$ cat config.mk
export PLATFORM = sky130hd
export DESIGN_NAME = ansi_term_decoder_flat
export DESIGN_NICKNAME = d
export VERILOG_FILES = /design/src/rtl/ansi_term_if.sv /design/src/rtl/ansi_term_decoder.sv /design/src/flat_wrapper.sv
export SDC_FILE = /design/constraint.sdc
export NUM_CORES = 1
export LEC_CHECK = 0
export CAP_MARGIN = 20
export CORE_ASPECT_RATIO = 0.7
export CORE_MARGIN = 8
export CORE_UTILIZATION = 35
export DETAILED_ROUTE_END_ITERATION = 10
export GPL_ROUTABILITY_DRIVEN = 1
export PLACE_DENSITY_LB_ADDON = 0.12
export SYNTH_ARGS = -nofsm -noshare
export SYNTH_HDL_FRONTEND = slang
export SYNTH_SLANG_ARGS = --single-unit
$ cat constraint.sdc
create_clock -name clk -period 3.49 [get_ports clk]
set_input_delay 0.698 -clock clk [delete_from_list [all_inputs] [get_ports clk]]
set_output_delay 0.698 -clock clk [all_outputs]
set_load 0.1 [all_outputs]
$ cat src/rtl/ansi_term_if.sv
// Byte-in / command-out handshake bundle for the ANSI terminal decoder.
// slave is the decoder side, master is the stream source plus command consumer.
interface ansi_term_if;
    logic [7:0] in_data;
    logic       in_valid;
    logic       in_ready;
    logic       out_valid;
    logic       out_ready;
    logic       out_op;
    logic [7:0] out_row;
    logic [7:0] out_col;
    logic [7:0] out_ch;
    logic [2:0] out_fg;
    logic       out_bold;

    modport slave (
        input  in_data, in_valid, out_ready,
        output in_ready, out_valid, out_op, out_row, out_col, out_ch, out_fg, out_bold
    );

    modport master (
        output in_data, in_valid, out_ready,
        input  in_ready, out_valid, out_op, out_row, out_col, out_ch, out_fg, out_bold
    );
endinterface

$ cat src/rtl/ansi_term_decoder.sv
// Parses an ANSI byte stream (CSI cursor/erase/SGR, printable and UTF-8 lead bytes)
// into PUTC / CLEAR draw commands with a one-entry registered output.
module ansi_term_decoder #(
    parameter int unsigned MAX_ROW = 64,
    parameter int unsigned MAX_COL = 200,
    parameter logic [7:0]  SUB_CH  = 8'h7F
) (
    input logic        clk,
    input logic        rst_n,
    ansi_term_if.slave bus
);

    typedef enum logic [1:0] {StGround, StEsc, StCsi} state_e;

    localparam logic [7:0] MaxRow = 8'(MAX_ROW);
    localparam logic [7:0] MaxCol = 8'(MAX_COL);

    state_e     state_q, state_d;
    logic [7:0] row_q, row_d, col_q, col_d;
    logic [2:0] fg_q, fg_d;
    logic       bold_q, bold_d;
    logic [7:0] p0_q, p0_d, p1_q, p1_d;
    logic       idx_q, idx_d, bad_q, bad_d;

    logic       out_valid_q, out_valid_d, out_op_q, out_op_d;
    logic [7:0] out_row_q, out_row_d, out_col_q, out_col_d, out_ch_q, out_ch_d;
    logic [2:0] out_fg_q, out_fg_d;
    logic       out_bold_q, out_bold_d;

    logic        in_ready, accept, put;
    logic [7:0]  put_ch, cur_p, acc_sat;
    logic [11:0] acc;
    logic [3:0]  attr;

    // attr is {bold, fg}; applies one SGR parameter.
    function automatic logic [3:0] sgr(input logic [7:0] p, input logic [3:0] a);
        logic [7:0] n;
        n = p - 8'd30;
        if (p == 8'd0) begin
            return {1'b0, 3'd7};
        end else if (p == 8'd1) begin
            return {1'b1, a[2:0]};
        end else if (p >= 8'd30 && p <= 8'd37) begin
            return {a[3], n[2:0]};
        end
        return a;
    endfunction

    always_comb begin
        state_d     = state_q;
        row_d       = row_q;
        col_d       = col_q;
        fg_d        = fg_q;
        bold_d      = bold_q;
        p0_d        = p0_q;
        p1_d        = p1_q;
        idx_d       = idx_q;
        bad_d       = bad_q;
        out_valid_d = out_valid_q;
        out_op_d    = out_op_q;
        out_row_d   = out_row_q;
        out_col_d   = out_col_q;
        out_ch_d    = out_ch_q;
        out_fg_d    = out_fg_q;
        out_bold_d  = out_bold_q;

        in_ready = ~out_valid_q | bus.out_ready;
        accept   = bus.in_valid & in_ready;
        put      = 1'b0;
        put_ch   = bus.in_data;
        cur_p    = idx_q ? p1_q : p0_q;
        acc      = 12'(cur_p) * 12'd10 + 12'(bus.in_data[3:0]);
        acc_sat  = (acc > 12'd255) ? 8'hFF : acc[7:0];
        attr     = {bold_q, fg_q};

        if (out_valid_q && bus.out_ready) begin
            out_valid_d = 1'b0;
        end

        if (accept) begin
            unique case (state_q)
                StGround: begin
                    if (bus.in_data >= 8'h20 && bus.in_data <= 8'h7E) begin
                        put = 1'b1;
                    end else if (bus.in_data >= 8'hC0) begin
                        put    = 1'b1;
                        put_ch = SUB_CH;
                    end else if (bus.in_data == 8'h0D) begin
                        col_d = 8'd1;
                    end else if (bus.in_data == 8'h0A) begin
                        row_d = (row_q == 8'hFF) ? 8'hFF : row_q + 8'd1;
                        col_d = 8'd1;
                    end else if (bus.in_data == 8'h1B) begin
                        state_d = StEsc;
                    end
                end
                StEsc: begin
                    if (bus.in_data == 8'h5B) begin
                        state_d = StCsi;
                        p0_d    = 8'd0;
                        p1_d    = 8'd0;
                        idx_d   = 1'b0;
                        bad_d   = 1'b0;
                    end else if (bus.in_data != 8'h1B) begin
                        state_d = StGround;
                    end
                end
                StCsi: begin
                    if (bus.in_data >= 8'h30 && bus.in_data <= 8'h39) begin
                        if (idx_q) p1_d = acc_sat;
                        else       p0_d = acc_sat;
                    end else if (bus.in_data == 8'h3B) begin
                        if (idx_q) bad_d = 1'b1;
                        else       idx_d = 1'b1;
                    end else if ((bus.in_data >= 8'h20 && bus.in_data <= 8'h2F) ||
                                 bus.in_data == 8'h3A ||
                                 (bus.in_data >= 8'h3C && bus.in_data <= 8'h3F)) begin
                        bad_d = 1'b1;
                    end else if (bus.in_data == 8'h1B) begin
                        state_d = StEsc;
                    end else if (bus.in_data >= 8'h40 && bus.in_data <= 8'h7E) begin
                        state_d = StGround;
                        if (!bad_q) begin
                            case (bus.in_data)
                                8'h48, 8'h66: begin
                                    row_d = (p0_q == 8'd0) ? 8'd1 : p0_q;
                                    col_d = (p1_q == 8'd0) ? 8'd1 : p1_q;
                                end
                                8'h4A: begin
                                    if (p0_q == 8'd2) begin
                                        out_valid_d = 1'b1;
                                        out_op_d    = 1'b1;
                                        out_row_d   = 8'd0;
                                        out_col_d   = 8'd0;
                                        out_ch_d    = 8'd0;
                                        out_fg_d    = 3'd0;
                                        out_bold_d  = 1'b0;
                                    end
                                end
                                8'h6D: begin
                                    attr = sgr(p0_q, attr);
                                    if (idx_q) attr = sgr(p1_q, attr);
                                    fg_d   = attr[2:0];
                                    bold_d = attr[3];
                                end
                                default: ;
                            endcase
                        end
                    end
                end
                default: state_d = StGround;
            endcase
        end

        // Clipped writes still move the cursor so later in-range cells land correctly.
        if (put) begin
            if (row_q <= MaxRow && col_q <= MaxCol) begin
                out_valid_d = 1'b1;
                out_op_d    = 1'b0;
                out_row_d   = row_q;
                out_col_d   = col_q;
                out_ch_d    = put_ch;
                out_fg_d    = fg_q;
                out_bold_d  = bold_q;
            end
            col_d = (col_q == 8'hFF) ? 8'hFF : col_q + 8'd1;
        end
    end

    always_ff @(posedge clk or negedge rst_n) begin
        if (!rst_n) begin
            state_q     <= StGround;
            row_q       <= 8'd1;
            col_q       <= 8'd1;
            fg_q        <= 3'd7;
            bold_q      <= 1'b0;
            p0_q        <= 8'd0;
            p1_q        <= 8'd0;
            idx_q       <= 1'b0;
            bad_q       <= 1'b0;
            out_valid_q <= 1'b0;
            out_op_q    <= 1'b0;
            out_row_q   <= 8'd0;
            out_col_q   <= 8'd0;
            out_ch_q    <= 8'd0;
            out_fg_q    <= 3'd0;
            out_bold_q  <= 1'b0;
        end else begin
            state_q     <= state_d;
            row_q       <= row_d;
            col_q       <= col_d;
            fg_q        <= fg_d;
            bold_q      <= bold_d;
            p0_q        <= p0_d;
            p1_q        <= p1_d;
            idx_q       <= idx_d;
            bad_q       <= bad_d;
            out_valid_q <= out_valid_d;
            out_op_q    <= out_op_d;
            out_row_q   <= out_row_d;
            out_col_q   <= out_col_d;
            out_ch_q    <= out_ch_d;
            out_fg_q    <= out_fg_d;
            out_bold_q  <= out_bold_d;
        end
    end

    assign bus.in_ready  = in_ready;
    assign bus.out_valid = out_valid_q;
    assign bus.out_op    = out_op_q;
    assign bus.out_row   = out_row_q;
    assign bus.out_col   = out_col_q;
    assign bus.out_ch    = out_ch_q;
    assign bus.out_fg    = out_fg_q;
    assign bus.out_bold  = out_bold_q;

endmodule

$ cat src/flat_wrapper.sv
// flat-port wrapper written by rule: the top's interface ports become plain ports
module ansi_term_decoder_flat 
#(
    parameter int unsigned MAX_ROW = 64,
    parameter int unsigned MAX_COL = 200,
    parameter logic [7:0]  SUB_CH  = 8'h7F
)
  (clk, rst_n, bus_in_data, bus_in_valid, bus_out_ready, bus_in_ready, bus_out_valid, bus_out_op, bus_out_row, bus_out_col, bus_out_ch, bus_out_fg, bus_out_bold);
  ansi_term_if bus_i ();
  input logic clk;
  input logic rst_n;
  input wire logic [$bits(bus_i.in_data)-1:0] bus_in_data;
  input wire logic [$bits(bus_i.in_valid)-1:0] bus_in_valid;
  input wire logic [$bits(bus_i.out_ready)-1:0] bus_out_ready;
  output wire logic [$bits(bus_i.in_ready)-1:0] bus_in_ready;
  output wire logic [$bits(bus_i.out_valid)-1:0] bus_out_valid;
  output wire logic [$bits(bus_i.out_op)-1:0] bus_out_op;
  output wire logic [$bits(bus_i.out_row)-1:0] bus_out_row;
  output wire logic [$bits(bus_i.out_col)-1:0] bus_out_col;
  output wire logic [$bits(bus_i.out_ch)-1:0] bus_out_ch;
  output wire logic [$bits(bus_i.out_fg)-1:0] bus_out_fg;
  output wire logic [$bits(bus_i.out_bold)-1:0] bus_out_bold;
  assign bus_i.in_data = bus_in_data;
  assign bus_i.in_valid = bus_in_valid;
  assign bus_i.out_ready = bus_out_ready;
  assign bus_in_ready = bus_i.in_ready;
  assign bus_out_valid = bus_i.out_valid;
  assign bus_out_op = bus_i.out_op;
  assign bus_out_row = bus_i.out_row;
  assign bus_out_col = bus_i.out_col;
  assign bus_out_ch = bus_i.out_ch;
  assign bus_out_fg = bus_i.out_fg;
  assign bus_out_bold = bus_i.out_bold;
  ansi_term_decoder #(.MAX_ROW(MAX_ROW), .MAX_COL(MAX_COL), .SUB_CH(SUB_CH)) u_core (.clk(clk), .rst_n(rst_n), .bus(bus_i));
endmodule
==> results of run 1 <==
-- metrics by stage --
step / hold WS, ps / power [mW] / TNS (ps) / setup slack (ps) / cells
after floorplan: 402 / 2.96 / 0 / 15.7 / 521
after global placement: 476 / 3.58 / 0 / 43.6 / 734
after detailed placement: 480 / 3.60 / -537 / -44.3 / 734
after CTS: 394 / 4.55 / 0 / 19.7 / 750
after global routing: 422 / 4.84 / -3.87 / -1.87 / 752
final: 381 / 4.55 / 0 / 124 / 752
-- state kept, by name, summed over array words and instances (netlist names), 2 cells and up --
register,cells
u_core.p0_q,8
u_core.state_q,2
u_core.row_q,8
u_core.bus.out_col,8
u_core.fg_q,3
u_core.p1_q,8
u_core.col_q,8
u_core.bus.out_fg,3
u_core.bus.out_row,8
u_core.bus.out_ch,8
-- what timing repair did --
action / 4_1_cts / 5_1_grt
resized for setup: 2 / 6
setup endpoints to repair: 16 / 16
buffers inserted: 0 / 2
-- worst max path at each step --
stage,start,end,cells after the start
floorplan,u_core.idx_q,u_core.p1_q[4],12
global placement,u_core.idx_q,u_core.p0_q[2],10
detailed placement,u_core.idx_q,u_core.p1_q[1],10
CTS,u_core.idx_q,u_core.p0_q[7],10
global route,u_core.idx_q,u_core.p1_q[6],10
finish,u_core.idx_q,u_core.p0_q[7],10
-- cell usage after synthesis, types with 3 or more instances --
library cell and count:
mux2i_1 3, dfstp_2 5, nor2_1 30, o32ai_1 3, nor4_1 4, nor3_1 12, nand2b_1 9, xnor2_1 3
inv_1 24, a21oi_1 27, o21a_1 3, o21ai_0 49, o221a_2 16, a211oi_1 4, nor4b_1 3, a31oi_1 7
clkbuf_1 21, o22a_1 4, or4_1 4, nand4_1 5, nand3_1 21, nand2_1 81, xor2_1 3, o221ai_1 3
dfrtp_1 65, o22ai_1 4, mux2_2 8, ha_1 24, and2_1 6, or3_1 5, a21o_1 4, buf_6 3
and3_1 8, nand4b_1 3
-- power by group through the flow --
stage	Combinational, mW	Clock, mW	Sequential [mW]
after floorplan	0.906	0	2.05
after global placement	2.30	0	1.28
after detailed placement	2.31	0	1.29
after CTS	2.33	0.941	1.27
after global routing	2.55	0.978	1.31
final	2.37	0.912	1.27
-- cell type report --
cell class	instances	area, um2
Fill cell	1297	7240
Multi-Input combinational cell	399	2670
Clock buffer	9	225
Tap cell	166	208
Inverter	24	90.1
Clock inverter	7	73.8
Sequential cell	70	1760
Timing Repair Buffer	77	701
-- logic make-up after synthesis --
kind of cell	share of synthesized area, %
buffers and inverters	4.80
XOR/XNOR	1.15
AND/OR/NAND/NOR	21.6
flip-flops	38.3
adder cells (fa/ha/maj)	7.85
multiplexers	2.95
AO/OA/AOI/OAI	23.4
-- metal layers --
layer  part of all wire, %  GRT usage (%)  wire length, um  up-vias
li1                      -              -                -     2041
met1                    51           23.0             6690     1989
met2                    42           22.5             5530      137
met3                   6.0           3.99              797       12
met4                   1.3           5.06              175        0
met5                     0              0                0        -
-- worst max-delay path: stages (launching register included) --
cell and delay, ps:
dfrtp_2 450, buf_4 180, o21ai_0 300, ha_1 340, fa_1 510, and3_1 220, or3_1 360, and2_1 190
mux2i_4 250, nand3_4 170, o221a_2 280
==> results.py, run 1 <==
metrics = {
    "logic_synthesis": {
        "yosys_warnings": 0,
        "syn-instance-count": 521,
        "synth_nets": 559,
        "synthArstFlopShare_pct": 100,
        "ys_ff_latch": 70,
        "synth_area_leaders": "dfrtp_1 (35%), nand2_1 (6.6%), ha_1 (6.5%)",
        "synth_top_area_share_pct": 35.5,
        "syn_area_per_cell_um2": 8.81,
        "synth_ff_type": "dfrtp_1",
        "synth-edff-count": 0,
        "synth_top_area_cell": "dfrtp_1",
        "synth_area_mm2": 0.00459,
        "synth.distinct_cells": 71,
        "seq_area_frac_synth_pct": 38.3,
    },
    "grt": {
        "grt_remaining_overflow": 0,
        "antenna_found_initial": 0,
        "grtUsageTotal_pct": 15.9,
        "grt_max_degree": 71,
        "grt_pass1_vias": 4158,
        "grt_pass1_wl_mm": 22.0,
    },
    "cts": {
        "clkLatencyLatePin_ps": 340,
        "cts_sinks": 70,
        "cts_root_buf": "clkbuf_16",
        "hold_buffers": 0,
        "htree_levels": 3,
        "clock_path_buffers": 2,
        "cts_made_buffers": 9,
        "tritoncts": "built",
        "clkTransAtPathRegs_ps": 60,
    },
    "floorplan": {
        "initial_utilization_pct": 35.4,
        "rows": 35,
        "die_w_um": 153,
        "dieHeight_um": 112,
        "pin_count": 43,
        "core_mm2": 0.0130,
        "die_area_mm2": 0.0171,
    },
    "sta": {
        "period_share_pct": 96.5,
        "finalSetupViolCount": 0,
        "finalCriticalPeriod_ps": 3370,
        "tightest_slew_ps": 989,
        "slew_viol_final": 0,
        "finalHoldViolCount": 0,
        "skew_ps": 6.61,
        "fmax_mhz": 297,
        "relSlewSlack_pct": 33.8,
    },
    "setup_path": {
        "worstSetupPathType": "register to register",
        "cp-end-kind": "register",
        "cp_max_fo": 10,
        "worstReg2RegStart": "u_core.idx_q",
        "reg2reg_slack_ps": 120,
        "crit-reg2reg-capture": "u_core.p0_q[7]",
        "required_ps": 3710,
        "start_kind": "register",
        "r2r_cells": 10,
        "critPathArrivalTime_ps": 3580,
    },
    "placement": {
        "dp_hpwl_mm": 9.84,
        "place_congestion": 0.881,
        "place_area_mm2": 0.00536,
        "portBuffers": 42,
    },
    "pwr": {
        "switching_share_pct": 48.9,
        "pwr-share-seq_pct": 28.0,
        "power.density_mw_per_mm2": 795,
        "p_int_mw": 2.33,
        "p_clk_share_pct": 20.0,
        "p_leak_nw": 2.35,
        "vdd_ir_drop_max_uv": 616,
        "p_comb_share_pct": 52.0,
        "p_switching_mw": 2.22,
    },
    "final_layout": {
        "finalInstanceArea_mm2": 0.00572,
        "layout_common_cells": "nand2_1 (81), dfrtp_1 (64), o21ai_0 (49)",
        "post-route-util_pct": 44.2,
        "drive_above_1_share_pct": 17.4,
        "mostFrequentLayoutCell": "nand2_1",
        "area_growth_syn_to_layout_pct": 24.7,
        "diodes": 0,
        "final_net_count": 619,
    },
    "flow_run": {
        "drv_cap": 0,
    },
    "drt": {
        "drcViolationCount": 0,
        "wl_per_cell_um": 17.5,
        "drt_pre_antenna_iters": 5,
        "routed_wl_mm": 13.2,
        "drt_iter0_drc": 276,
        "routed_via_density": 5.56,
        "vias": 4179,
        "ant_nets": 0,
    },
    "hold_path": {
        "hold_path.class": "primary input to asynchronous set/reset pin",
    },
    "status": {
        "status": "completed",
    },
}
Note: power is estimated with default switching activity, not from simulation.
==> inputs of run 2 (changes only) <==
--- a/config.mk
+++ b/config.mk
@@ -8,7 +8,7 @@
 export CAP_MARGIN = 20
 export CORE_ASPECT_RATIO = 0.7
 export CORE_MARGIN = 8
-export CORE_UTILIZATION = 35
+export CORE_UTILIZATION = 50
 export DETAILED_ROUTE_END_ITERATION = 10
 export GPL_ROUTABILITY_DRIVEN = 1
 export PLACE_DENSITY_LB_ADDON = 0.12
==> results.py, run 2 (synthesized netlist as in run 1, its figures left out) <==
metrics = {
    "status": {
        "status": "completed",
    },
    "cts": {
        "htree_levels": 3,
        "tritoncts": "built",
        "postCtsSetupBuffers": 0,
        "hold_buffers": 0,
        "cts_root_buf": "clkbuf_16",
        "clkLatencyLatePin_ps": 340,
        "clkTransAtPathRegs_ps": 60,
        "clock_path_buffers": 2,
        "cts_sinks": 70,
        "cts_made_buffers": 9,
    },
    "sta": {
        "slew_viol_final": 0,
        "finalHoldViolCount": 0,
        "finalSetupViolCount": 0,
        "finalCriticalPeriod_ps": 3360,
        "period_share_pct": 96.4,
        "rsz0062_at_grt": "no",
        "fmax_mhz": 297,
        "tightest_slew_ps": 999,
        "relSlewSlack_pct": 33.2,
        "fin_tns_setup_ps": 0,
        "skew_ps": 5.34,
    },
    "pwr": {
        "p_switching_mw": 2.18,
        "power.density_mw_per_mm2": 810,
        "switching_share_pct": 47.8,
        "p_leak_nw": 2.34,
        "p_clk_share_pct": 21.5,
        "p_comb_share_pct": 50.5,
        "vdd_ir_drop_max_uv": 717,
        "p_int_mw": 2.38,
        "pwr-share-seq_pct": 28.0,
    },
    "final_layout": {
        "layout_common_cells": "nand2_1 (81), dfrtp_1 (64), o21ai_0 (48)",
        "mostFrequentLayoutCell": "nand2_1",
        "final_net_count": 616,
        "area_growth_syn_to_layout_pct": 22.9,
        "drive_above_1_share_pct": 17.0,
        "diodes": 0,
        "fin_cells": 707,
        "post-route-util_pct": 62.7,
    },
    "grt": {
        "grt_pass1_vias": 3978,
        "grt_max_degree": 55,
        "grt_remaining_overflow": 0,
        "grtUsageTotal_pct": 20.4,
        "grt_pass1_wl_mm": 20.2,
        "antenna_found_initial": 0,
    },
    "drt": {
        "drcViolationCount": 0,
        "wl_met3_um": 977,
        "top_layer": "met4",
        "vias": 4241,
        "wl_per_cell_um": 17.4,
        "routed_wl_mm": 12.3,
        "ant_nets": 0,
        "drt_iter0_drc": 350,
        "wl_met2_mm": 5.54,
        "met1_length_mm": 5.65,
        "routed_via_density": 6.00,
        "drt_pre_antenna_iters": 7,
    },
    "setup_path": {
        "reg2reg_slack_ps": 130,
        "crit_chain": "mux2_2, ha_1, ha_1, fa_1, and3_1, or3_1, and2_1, mux2i_2, nand3_2, o221a_2",
        "cp_max_fo": 8,
        "cp-end-kind": "register",
        "slowest_stage": "fa_1",
        "required_ps": 3710,
        "slowest_delay_ps": 450,
        "start_kind": "register",
        "cpMostUsedCell": "ha_1",
        "critPathArrivalTime_ps": 3580,
        "worstSetupPathType": "register to register",
    },
    "floorplan": {
        "dieHeight_um": 96.1,
        "pin_count": 43,
        "initial_utilization_pct": 51.0,
        "rows": 29,
        "core_mm2": 0.00900,
        "die_w_um": 130,
        "die_area_mm2": 0.0125,
    },
    "hold_path": {
        "hold_path.class": "primary input to asynchronous set/reset pin",
    },
    "flow_run": {
        "drv_cap": 0,
    },
    "placement": {
        "portBuffers": 42,
        "place_inst": 691,
        "place_congestion": 0.939,
        "dp_hpwl_mm": 9.30,
    },
}
-- run 2: per-stage QoR --
step / hold WS, ps / worst slack (ps) / instance area (um2) / power [mW]
after floorplan: 402 / 15.7 / 4590 / 2.96
after detailed placement: 488 / 77.2 / 5300 / 3.57
after global routing: 504 / 3.54 / 5640 / 4.80
final: 471 / 126 / 5640 / 4.57
after CTS: 481 / 60.9 / 5620 / 4.56
after global placement: 488 / 150 / 5300 / 3.53
-- run 2: area by class of cell --
cell class,count,area (um2)
multi-input cells,399,2630
flip-flops and latches,70,1760
clock buffers,9,225
fillers,783,3360
inverters,24,90.1
repair buffers,74,678
well taps,124,155
clock inverters,7,97.6
-- run 2: timing repair --
action                                  in CTS  in global routing
resized for setup                            0                  5
hold endpoints to repair                     0                  0
endpoints found under the setup margin       0                 16
-- run 2: worst max-delay path, delay by kind of cell, from the launching register on --
family | cells | cell delay (ps)
fa+ha+maj | 3 | 980
simple gates | 4 | 980
mux | 2 | 570
flops | 1 | 420
compound gates | 1 | 300
-- run 2: per-layer routing --
metal	vias up	track usage (%)
met3	18	4.93
met5	-	0
met1	2025	27.7
met2	161	32.3
li1	2037	-
met4	0	5.04
-- run 2: power by group through the flow --
stage | Combinational, mW | Clock, mW | Sequential, mW
2_1_floorplan | 0.906 | 0 | 2.05
3_3_place_gp | 2.25 | 0 | 1.28
3_5_place_dp | 2.28 | 0 | 1.29
4_1_cts | 2.29 | 1.00 | 1.28
5_1_grt | 2.45 | 1.04 | 1.32
6_report | 2.31 | 0.984 | 1.28
-- run 2: worst paths after layout --
kind / startpoint / end / cells past startpoint
hold / removal: rst_n / u_core.bus.out_ch[4] / 1
min in group clk: u_core.fg_q[2] / u_core.fg_q[2] / 1
hold reg to reg: u_core.fg_q[2] / u_core.fg_q[2] / 1
max in group asynchronous: rst_n / u_core.col_q[0] / 2
setup / recovery: u_core.idx_q / u_core.p0_q[5] / 10
setup reg to reg: u_core.idx_q / u_core.p0_q[5] / 10
==> inputs of run 3 (changes only) <==
--- a/config.mk
+++ b/config.mk
@@ -12,6 +12,7 @@
 export DETAILED_ROUTE_END_ITERATION = 10
 export GPL_ROUTABILITY_DRIVEN = 1
 export PLACE_DENSITY_LB_ADDON = 0.12
+export RECOVER_POWER = 50
 export SYNTH_ARGS = -nofsm -noshare
 export SYNTH_HDL_FRONTEND = slang
 export SYNTH_SLANG_ARGS = --single-unit
==> results.py, run 3 (synthesized netlist as in run 1, its figures left out) <==
metrics = {
    "status": {
        "status": "finished with violations",
        "violations": "capacitance limit, slew limit",
    },
    "final_layout": {
        "drive_above_1_share_pct": 16.5,
        "regArea_mm2": 0.00176,
        "mostFrequentLayoutCell": "nand2_1",
        "layout_common_cells": "nand2_1 (81), dfrtp_1 (64), o21ai_0 (48)",
        "multi_input_area_mm2": 0.00263,
        "diodes": 0,
        "final_net_count": 616,
        "area_growth_syn_to_layout_pct": 22.4,
        "nFillCells": 789,
    },
    "pwr": {
        "p_leak_nw": 2.36,
        "power.density_mw_per_mm2": 810,
        "vdd_ir_drop_max_uv": 719,
    },
    "drt": {
        "wl_per_cell_um": 17.4,
        "drt_iter0_drc": 383,
        "vias": 4252,
        "routed_wl_mm": 12.3,
        "drcViolationCount": 0,
        "ant_nets": 0,
        "drt_pre_antenna_iters": 5,
        "routed_via_density": 6.01,
    },
    "setup_path": {
        "cp-end-kind": "register",
        "worstSetupPathType": "register to register",
        "crit_family": "adder cells",
        "start_kind": "register",
        "cpMostUsedCell": "ha_1",
        "required_ps": 3710,
        "slowest_stage": "fa_1",
        "cp_max_fo": 8,
        "crit_chain": "mux2_2, ha_1, ha_1, fa_1, and3_1, or3_1, and2_1, mux2i_2, nand3_2, o221a_2",
        "critPathArrivalTime_ps": 3590,
        "slowest_delay_ps": 450,
        "critPathBufInv": 0,
    },
    "sta": {
        "slew_viol_final": 38,
        "layout_setup_ws_ps": 120,
        "fmax_mhz": 297,
        "finalHoldViolCount": 0,
        "finalCriticalPeriod_ps": 3370,
        "finalSetupViolCount": 0,
        "tightest_slew_ps": 1960,
        "period_share_pct": 96.6,
        "skew_ps": 6.75,
        "rsz0062_at_grt": "no",
        "relSlewSlack_pct": -30.9,
        "fin_tns_setup_ps": 0,
    },
    "cts": {
        "cts_sinks": 70,
        "cts_root_buf": "clkbuf_16",
        "htree_levels": 3,
        "clock_path_buffers": 2,
        "cts_made_buffers": 9,
        "tritoncts": "built",
        "clkLatencyLatePin_ps": 330,
        "clkTransAtPathRegs_ps": 60,
    },
    "grt": {
        "grt_pass1_vias": 3978,
        "grt_pass1_wl_mm": 20.2,
        "grtUsageTotal_pct": 20.4,
        "grt_remaining_overflow": 0,
        "grt_max_degree": 55,
        "antenna_found_initial": 0,
    },
    "floorplan": {
        "initial_utilization_pct": 51.0,
        "dieHeight_um": 96.1,
        "pin_count": 43,
        "core_mm2": 0.00900,
        "die_w_um": 130,
        "rows": 29,
        "die_area_mm2": 0.0125,
    },
    "placement": {
        "place_congestion": 0.939,
        "dp_hpwl_mm": 9.30,
        "dpl_worst_slack_ps": 77.2,
        "portBuffers": 42,
    },
    "flow_run": {
        "drv_cap": 1,
    },
    "hold_path": {
        "hold_path.class": "register to register",
    },
}
[run 3: cell count changes in the layout (fill, tap and decap cells not counted), sizes merged]
cell           previous run  this run
buf                      34        30
clkbuf                    9        13
clkdlybuf4s50            40        27
dlygate4sd3               0        13
[run 3: metal layers]
| metal | vias to the layer above | routed length (um) | track usage [%] |
|---|---|---|---|
| met5 | - | 0 | 0 |
| met4 | 0 | 138 | 5.04 |
| met3 | 16 | 921 | 4.93 |
| met2 | 156 | 5580 | 32.3 |
| met1 | 2040 | 5680 | 27.7 |
| li1 | 2040 | - | - |
[run 3: final timing paths]
| kind | startpoint | slack, ps | to | depth (start not counted) |
|---|---|---|---|---|
| max | u_core.idx_q | 120 | u_core.p0_q[5] | 10 |
| min | u_core.fg_q[2] | 490 | u_core.fg_q[2] | 1 |
| max reg2reg | u_core.idx_q | 120 | u_core.p0_q[5] | 10 |
| min reg2reg | u_core.fg_q[2] | 490 | u_core.fg_q[2] | 1 |
| max in group asynchronous | rst_n | 870 | u_core.bus.out_col[2] | 2 |
| min in group asynchronous | rst_n | 910 | u_core.bus.out_ch[4] | 1 |
[run 3: metrics by stage]
step	std cells	utilization (%)	area, um2	power (mW)	hold slack (ps)
2_1_floorplan	521	-	4590	2.96	402
3_3_place_gp	691	58.9	5300	3.53	488
3_5_place_dp	691	58.9	5300	3.57	488
4_1_cts	707	62.5	5620	4.56	481
5_1_grt	707	62.4	5620	4.79	504
6_report	707	62.4	5620	4.55	490
[run 3: power breakdown]
group          internal, mW  total [mW]  switching (mW)
logic                 0.693        2.29            1.60
registers              1.05        1.28           0.228
clock network         0.627       0.983           0.356
total                  2.37        4.55            2.18
[run 3: worst register-to-register path: cells and delay by family (launching register included)]
family | cells | cell delay (ps)
DFF | 1 | 420
AOI/OAI and AO/OA | 1 | 300
muxes | 2 | 570
adders and majority gates | 3 | 980
and+or+nand+nor | 4 | 980
[run 3: final cells by class]
cell class / count / area share (%)
well taps: 124 / 2.76
flip-flops and latches: 70 / 31.3
inverters: 24 / 1.60
repair buffers: 74 / 11.7
multi-input cells: 399 / 46.9
clock inverters: 7 / 1.74
clock buffers: 9 / 4.01
[run 3: repair_timing]
action / CTS / global route
endpoints found under the setup margin: 0 / 16
hold endpoints to repair: 0 / 0
buffers inserted: 0 / 0
hold buffers: 0 / 0
resized for setup: 0 / 5
